$ cat config.mk
export PLATFORM = sky130hd
export DESIGN_NAME = rst_seq_gen
export DESIGN_NICKNAME = d
export VERILOG_FILES = /design/src/rtl/rst_seq_gen.sv
export SDC_FILE = /design/constraint.sdc
export NUM_CORES = 1
export LEC_CHECK = 0
export CAP_MARGIN = 5
export CORE_MARGIN = 1.5
export CORE_UTILIZATION = 40
export CTS_CLUSTER_DIAMETER = 30
export DETAILED_ROUTE_END_ITERATION = 7
export SLEW_MARGIN = 20
export SYNTH_ARGS = -nofsm -noshare
export SYNTH_HDL_FRONTEND = slang
export SYNTH_SLANG_ARGS = --single-unit
export TNS_END_PERCENT = 1
$ cat constraint.sdc
create_clock -name i_clk -period 2.3 [get_ports i_clk]
set_clock_uncertainty 0.15 [all_clocks]
set_input_delay 0.46 -clock i_clk [delete_from_list [all_inputs] [get_ports i_clk]]
set_output_delay 0.46 -clock i_clk [all_outputs]
set_load 0.01 [all_outputs]
$ cat src/rtl/rst_seq_gen.sv
// ============================================================================
// Module   : rst_seq_gen
// Purpose  : Multi-channel reset sequencer. The board reset asserts every
//            channel asynchronously. Its release is synchronised and then
//            held for P_HOLD_CYCLE cycles. After that, the channels are
//            released one at a time, P_STAGGER_CYCLE cycles apart, with
//            bit 0 first. A soft-reset request restarts the sequence.
// Ports    : i_clk      - system clock
//            i_rst_n    - asynchronous active-low board reset
//            i_soft_rst - synchronous soft-reset request (active high)
//            i_hold     - freezes the sequence counters while high
//            o_rst      - active-high channel resets (registered)
//            o_stage    - number of channels currently released
//            o_done     - high once every channel is released
// Options  : define UART_RST_SOFT_DEB_EN to require the soft-reset request
//            to be high for P_DEB_CYCLE consecutive edges before it acts.
// Revision : 1.0 - initial release
// ============================================================================
`timescale 1ns/1ps
`default_nettype none

module rst_seq_gen #(
  parameter int P_CHANNELS      = 4,
  parameter int P_HOLD_CYCLE    = 16,
  parameter int P_STAGGER_CYCLE = 8,
  parameter int P_SYNC_STAGES   = 2,
  parameter int P_DEB_CYCLE     = 4
) (
  input  logic                              i_clk,
  input  logic                              i_rst_n,
  input  logic                              i_soft_rst,
  input  logic                              i_hold,
  output logic [P_CHANNELS-1:0]             o_rst,
  output logic [$clog2(P_CHANNELS+1)-1:0]   o_stage,
  output logic                              o_done
);

  localparam int MAX_CNT = (P_HOLD_CYCLE > P_STAGGER_CYCLE) ? P_HOLD_CYCLE : P_STAGGER_CYCLE;
  localparam int CW      = $clog2(MAX_CNT) + 1;
  localparam int SW      = $clog2(P_CHANNELS + 1);

  localparam logic [CW-1:0] HOLD_LAST  = CW'((P_HOLD_CYCLE > 0) ? P_HOLD_CYCLE - 1 : 0);
  localparam logic [CW-1:0] STAG_LAST  = CW'((P_STAGGER_CYCLE > 0) ? P_STAGGER_CYCLE - 1 : 0);
  localparam logic [SW-1:0] LAST_STAGE = SW'(P_CHANNELS - 1);
  localparam logic [SW-1:0] ALL_STAGE  = SW'(P_CHANNELS);
  // With a single channel or no stagger, the first release is also the last.
  localparam bit RELEASE_ALL = (P_CHANNELS == 1) || (P_STAGGER_CYCLE == 0);

  // Elaboration-time legality checks on the parameter set.
  if ((P_CHANNELS < 1) || (P_CHANNELS > 16) || (P_SYNC_STAGES < 2) ||
      (P_DEB_CYCLE < 1) || (P_HOLD_CYCLE < 0) || (P_STAGGER_CYCLE < 0)) begin : g_param_check
    $error("rst_seq_gen: illegal parameter value");
  end

  typedef enum logic [1:0] {
    S_ASSERT  = 2'd0,
    S_RELEASE = 2'd1,
    S_DONE    = 2'd2
  } state_t;

  state_t                   state;
  logic [CW-1:0]            cnt;
  logic [P_SYNC_STAGES-1:0] sync;
  logic                     soft_req;
  logic                     hold_en;
  logic                     run_en;

  // Deassertion synchroniser: clears asynchronously, fills with ones.
  always_ff @(posedge i_clk or negedge i_rst_n) begin
    if (!i_rst_n) begin
      sync <= '0;
    end else begin
      sync <= {sync[P_SYNC_STAGES-2:0], 1'b1};
    end
  end

  // The hold count starts on the edge after the chain output rises, so the
  // first release lands P_HOLD_CYCLE edges after that rise. With no hold
  // time, the release has to coincide with the rising edge itself. That is
  // why the FSM then keys off the stage feeding the chain output.
  assign hold_en = (P_HOLD_CYCLE == 0) ? sync[P_SYNC_STAGES-2] : sync[P_SYNC_STAGES-1];

`ifdef UART_RST_SOFT_DEB_EN
  localparam int             DW       = (P_DEB_CYCLE > 1) ? $clog2(P_DEB_CYCLE) : 1;
  localparam logic [DW-1:0]  DEB_LAST = DW'(P_DEB_CYCLE - 1);
  logic [DW-1:0]             deb_cnt;

  // deb_cnt counts the consecutive high samples before the current edge.
  // It saturates at DEB_LAST, so a long request stays effective.
  always_ff @(posedge i_clk or negedge i_rst_n) begin
    if (!i_rst_n) begin
      deb_cnt <= '0;
    end else if (!i_soft_rst) begin
      deb_cnt <= '0;
    end else if (deb_cnt != DEB_LAST) begin
      deb_cnt <= deb_cnt + DW'(1);
    end
  end

  assign soft_req = i_soft_rst && (deb_cnt == DEB_LAST);
`else
  assign soft_req = i_soft_rst;
`endif

  // i_hold freezes the counting states only. Soft reset is handled first.
  assign run_en = !i_hold || (state == S_DONE);

  always_ff @(posedge i_clk or negedge i_rst_n) begin
    if (!i_rst_n) begin
      state   <= S_ASSERT;
      cnt     <= '0;
      o_rst   <= '1;
      o_stage <= '0;
      o_done  <= 1'b0;
    end else if (soft_req) begin
      state   <= S_ASSERT;
      cnt     <= '0;
      o_rst   <= '1;
      o_stage <= '0;
      o_done  <= 1'b0;
    end else if (run_en) begin
      case (state)
        S_ASSERT: begin
          if (hold_en) begin
            if ((P_HOLD_CYCLE == 0) || (cnt == HOLD_LAST)) begin
              cnt <= '0;
              if (RELEASE_ALL) begin
                o_rst   <= '0;
                o_stage <= ALL_STAGE;
                o_done  <= 1'b1;
                state   <= S_DONE;
              end else begin
                o_rst   <= o_rst << 1;
                o_stage <= SW'(1);
                state   <= S_RELEASE;
              end
            end else begin
              cnt <= cnt + CW'(1);
            end
          end
        end
        S_RELEASE: begin
          if (cnt == STAG_LAST) begin
            // Shifting in a zero clears the lowest still-asserted channel.
            cnt     <= '0;
            o_rst   <= o_rst << 1;
            o_stage <= o_stage + SW'(1);
            if (o_stage == LAST_STAGE) begin
              o_done <= 1'b1;
              state  <= S_DONE;
            end
          end else begin
            cnt <= cnt + CW'(1);
          end
        end
        S_DONE: begin
          // Terminal state: counters and outputs stay put.
        end
        default: begin
          state <= S_ASSERT;
        end
      endcase
    end
  end

endmodule

`default_nettype wire
Yosys cells after proc, flatten, opt, wreduce, memory -nomap -nowiden --
Index checks and enable logic that the tools add are counted.
Word-level totals: flip-flop bits (word level) 17, latch bits 0, bits in writable memories 0, memory bits (read-only) 0, input port bits 4, logic and storage cells 60, memories kept 0
Operators by class: $add $sub $neg 2, $mul 0, divide/modulo/power cells 0, order comparisons 0, eq/ne operators 10, shift operators 0, muxes and demuxes 30, bitwise operators 0, reductions and logical operators 12
Operators by type and width (count):
- 5-bit two-way mux | 5
- 4-bit two-way mux | 5
- 3-bit two-way mux | 5
- 2-bit two-way mux | 6
- 3-bit inequality test, second input constant | 4
- 5-bit one-hot mux with 2 select lines | 1
- 4-bit one-hot mux with 2 select lines | 1
- 2-bit nonzero test | 4
- 2-bit one-hot mux with 3 select lines | 1
- 3-bit one-hot mux with 2 select lines | 1
- 6-bit AND reduction | 1
- 5-bit by 1-bit adder with 5-bit output, second input constant | 1
- 5-bit by 3-bit == test with 1-bit output, second input constant | 1
- 5-bit by 4-bit == test with 1-bit output, second input constant | 1
- 1-bit two-way mux | 5
- 5-bit AND reduction | 1
- 4-bit AND reduction | 1
- 3-bit by 1-bit adder with 3-bit output, second input constant | 1
- 3-bit by 2-bit == test with 1-bit output, second input constant | 1
- 3-bit AND reduction | 1
- 3-bit nonzero test | 1
- 2-bit by 1-bit == test with 1-bit output, second input constant | 1
- 2-bit == test, second input constant | 1
- 2-bit zero test | 1
- 3 further kinds | 3

Longest topological paths before layout --
depth in word-level cells 6, gate-level depth with buffers 9, depth with buffers taken out 8

Least setup slack after synthesis --
OpenSTA, ideal clock, no wires.
path kind register to register, from reg cnt[0], to reg o_stage[0], arrival time 1.995 ns, path slack 0.029 ns, cell stages (with the launch flop) 10, path buffers 1, cell sequence dfrtp_1 > ha_1 > nand3_1 > inv_1 > ha_1 > nor2b_1 > a2111oi_4 > or2_1 > buf_6 > mux2_4
Between the ends: cells in the longest elaborated chain, start to end 3, elaborated cells between the ends (all ways) 5
Ends and longest elaborated chain:
- start: declaration | RTL line 62 | logic [CW-1:0] cnt;
- start signal: assignment | RTL line 138 | cnt <= cnt + CW'(1);
- start signal: assignment | RTL line 153 | cnt <= cnt + CW'(1);
- 5-bit by 3-bit == test with 1-bit output or 5-bit by 4-bit == test with 1-bit output (tied branches) | RTL line 143, 125
- 3-bit inequality test (no source line)
- 5-bit AND reduction (no source line) (*)
- end signal: assignment | RTL line 147 | o_stage <= o_stage + SW'(1);
- end: declaration | RTL line 34 | output logic [$clog2(P_CHANNELS+1)-1:0] o_stage,
Mark *: on every way between the ends. The rest lies on a longest branch, timed or not. A chain may end at the register's enable or synchronous reset.

Final worst setup path --
from reg cnt[0], to reg o_stage[2]
The elaborated chain is that of the path after synthesis.

==> metrics.cfg <==
[yosys]
synth_top_family_by_area=compound AO/OA/AOI/OAI gates
synth-simple-area-share_pct=14.8
syn-instance-count=83
synth_area_um2=877
synth_compound_area_share_pct=20.7
synth-xor-area-share_pct=0
synth.ff_latch_count=17
yosysWarnings=0
synthMuxAreaShare_pct=3.00
synthAdderAreaFrac_pct=7.13
ys_seq_area_share_pct=49.1
post_synth_num_cell_types=29
syn_nets=92
avgSynthCellArea_um2=10.6

[clocking]
cts.hold.buffers_added=0
insertion_delay_ns=0.28
cts_max_level=1
clockBufferDepth=2
cts_tree=built
cts_buffers=3
cts-root-buf=clkbuf_4
clk_pin_slew_ns=0.10
cts.sinks=17

[timing]
fmax_mhz=459
grt_setup_unrepaired=no
setup_tns_ns=0
period_minus_slack_ns=2.18
period_share_pct=94.7
drv_slew=0
fin_worst_hold_slack_ns=0.215
setup_violations=0
hold_violations=0

[worst_hold_path]
hold_end=sync[1]$_DFF_PN0_
hold_start=sync[0]$_DFF_PN0_
hold_path_class=reg2reg
hold_depth=0

[drt]
drt-wirelength-per-cell_um=12.5
totalWireLength_mm=1.63
drtAntennaViolNets=0
drtPass1Iterations=4
vias=666
drc=0
vias_per_cell=5.08
drt_iter0_drc=6

[power]
power_density_nw_per_um2=557
ir_worst_vdd_mv=0.475
power.leakage_nw=0.479

[grt]
grt_pass1_vias=706
grt_antenna_before_repair=0
grt_pass1_wl_mm=3.00
grtUsageTotal_pct=15.9
grt-ovfl-total=0
grt_max_degree=18

[critical_path]
path_max_fanout=6
critPathLaunchType=flip-flop
cp_slowest_cell=dfrtp_1
path_delay_family=simple AND/OR/NAND/NOR gates
worstSetupPathType=reg2reg
crit_chain=ha_1 > nand3_1 > inv_1 > ha_1 > nor2b_1 > a2111oi_4 > or2_1 > buf_4 > a22o_1
reg2reg_slack_ns=0.12
cpPeakStageDelay_ns=0.39
path_common_cell=ha_1
end_kind=flip-flop
r2r-start=cnt[0]$_DFFE_PN0P_
r2r-end=o_stage[2]$_DFFE_PN0P_
r2r_cells=9
critPathBufInv=2
cp.required_ns=2.33
arrival_ns=2.21

[placed_design]
placedCellCount=127
gp_congestion=0.866
port-buffer-count=11
placed_area_um2=1070

[floorplan]
die_y_um=49.8
die_x_um=49.8
core_um2=2020
io_pins=12
initial_core_util_pct=43.4
fp-row-count=16
die_area_um2=2480

[outcome]
outcome=finished clean

[layout]
num_antenna_cells=0
num-nets-final=114
fin_cells=131
drive_gt1_share_pct=20.2
area_growth_pct=24.8
fin_area_um2=1090

[job]
maxCapViolations=0

## Yosys cell counts
cell | number | share of area [%]
dfrtp_1 | 13 | 37
o21ai_0 | 9 | 5.1
a21oi_1 | 7 | 4.0
inv_1 | 6 | 2.6
nor2_1 | 6 | 2.6
ha_1 | 5 | 7.1
a22o_1 | 4 | 4.0
dfstp_2 | 4 | 12
nand2_1 | 3 | 1.3
nand3_1 | 3 | 1.7
nor2b_1 | 3 | 2.1
a21o_1 | 2 | 1.7
nor3b_1 | 2 | 1.7
a2111oi_4 | 1 | 3.1
a211oi_1 | 1 | 0.86
a32oi_1 | 1 | 1.0
and4bb_4 | 1 | 1.9
buf_2 | 1 | 0.57
buf_6 | 1 | 1.3
clkbuf_1 | 1 | 0.43
conb_1 | 1 | 0.43
mux2_2 | 1 | 1.3
mux2_4 | 1 | 1.7
nand2b_1 | 1 | 0.71
nand3b_1 | 1 | 0.86
nor3_1 | 1 | 0.57
o31ai_1 | 1 | 0.86
or2_1 | 1 | 0.71
or2_2 | 1 | 0.71
## flip-flops by register name, indices dropped and copies added (netlist names)
signal and count:
o_rst 4, cnt 5, state 2, o_stage 3, sync 2, o_done 1
## what timing repair did
action | 4_1_cts | 5_1_grt
gates resized for setup | 0 | 0
endpoints found under the setup margin | 0 | 7
setup buffers | 0 | 0
## worst max path at each step
stage | startpoint | end | slack (ns) | depth (start not counted)
after global placement | cnt[0]$_DFFE_PN0P_ | o_stage[0]$_DFFE_PN0P_ | 0.12 | 8
after floorplan | cnt[0]$_DFFE_PN0P_ | o_stage[0]$_DFFE_PN0P_ | 0.03 | 9
after CTS | cnt[0]$_DFFE_PN0P_ | o_stage[0]$_DFFE_PN0P_ | 0.02 | 8
after global routing | cnt[0]$_DFFE_PN0P_ | o_stage[2]$_DFFE_PN0P_ | 0.003 | 9
final | cnt[0]$_DFFE_PN0P_ | o_stage[2]$_DFFE_PN0P_ | 0.12 | 9
after detailed placement | cnt[0]$_DFFE_PN0P_ | o_stage[0]$_DFFE_PN0P_ | 0.05 | 8
## layout by cell type, fill, tap and decap left out, types with 3 or more instances in the layout
cell type	Yosys	layout
a21oi_1	7	7
a22o_1	4	4
buf_4	0	9
clkbuf_4	0	3
clkdlybuf4s50_1	0	11
dfrtp_1	13	13
dfstp_2	4	4
ha_1	5	5
inv_1	6	6
nand2_1	3	3
nand3_1	3	3
nor2_1	6	6
nor2b_1	3	3
o21ai_0	9	9
## layout make-up
cell class / count / area [um2]
fillers: 205 / 927
flip-flops and latches: 17 / 430
multi-input cells: 57 / 404
repair buffers: 20 / 178
well taps: 27 / 33.8
clock buffers: 4 / 26.3
inverters: 6 / 22.5
## metal layers
| layer | global-route usage [%] | part of all wire (%) | vias to the layer above |
|---|---|---|---|
| li1 | - | - | 330 |
| met1 | 20.6 | 48 | 322 |
| met2 | 24.0 | 48 | 12 |
| met3 | 3.94 | 3.1 | 2 |
| met4 | 8.80 | 0.86 | 0 |
| met5 | 0 | 0 | - |
## stage by stage
stage,setup slack (ns),total power [mW],utilization (%)
after CTS,0.0198,0.619,54.1
after global routing,0.00332,0.643,54.1
after detailed placement,0.0532,0.457,52.8
after floorplan,0.0295,0.398,-
after global placement,0.119,0.455,52.8
final,0.121,0.610,54.1
## kinds of logic after synthesis
group / Yosys count
mux: 2
simple gates: 23
fa+ha+maj: 5
buf+inv: 9
flops: 17
other cells: 1
compound gates: 26
## report_power, final
group / switching (mW) / internal [mW]
clock: 0.0913 / 0.0673
sequential: 0.0173 / 0.327
combinational: 0.0459 / 0.0604
total: 0.155 / 0.455
No activity file was read; power rests on OpenSTA's default activity.
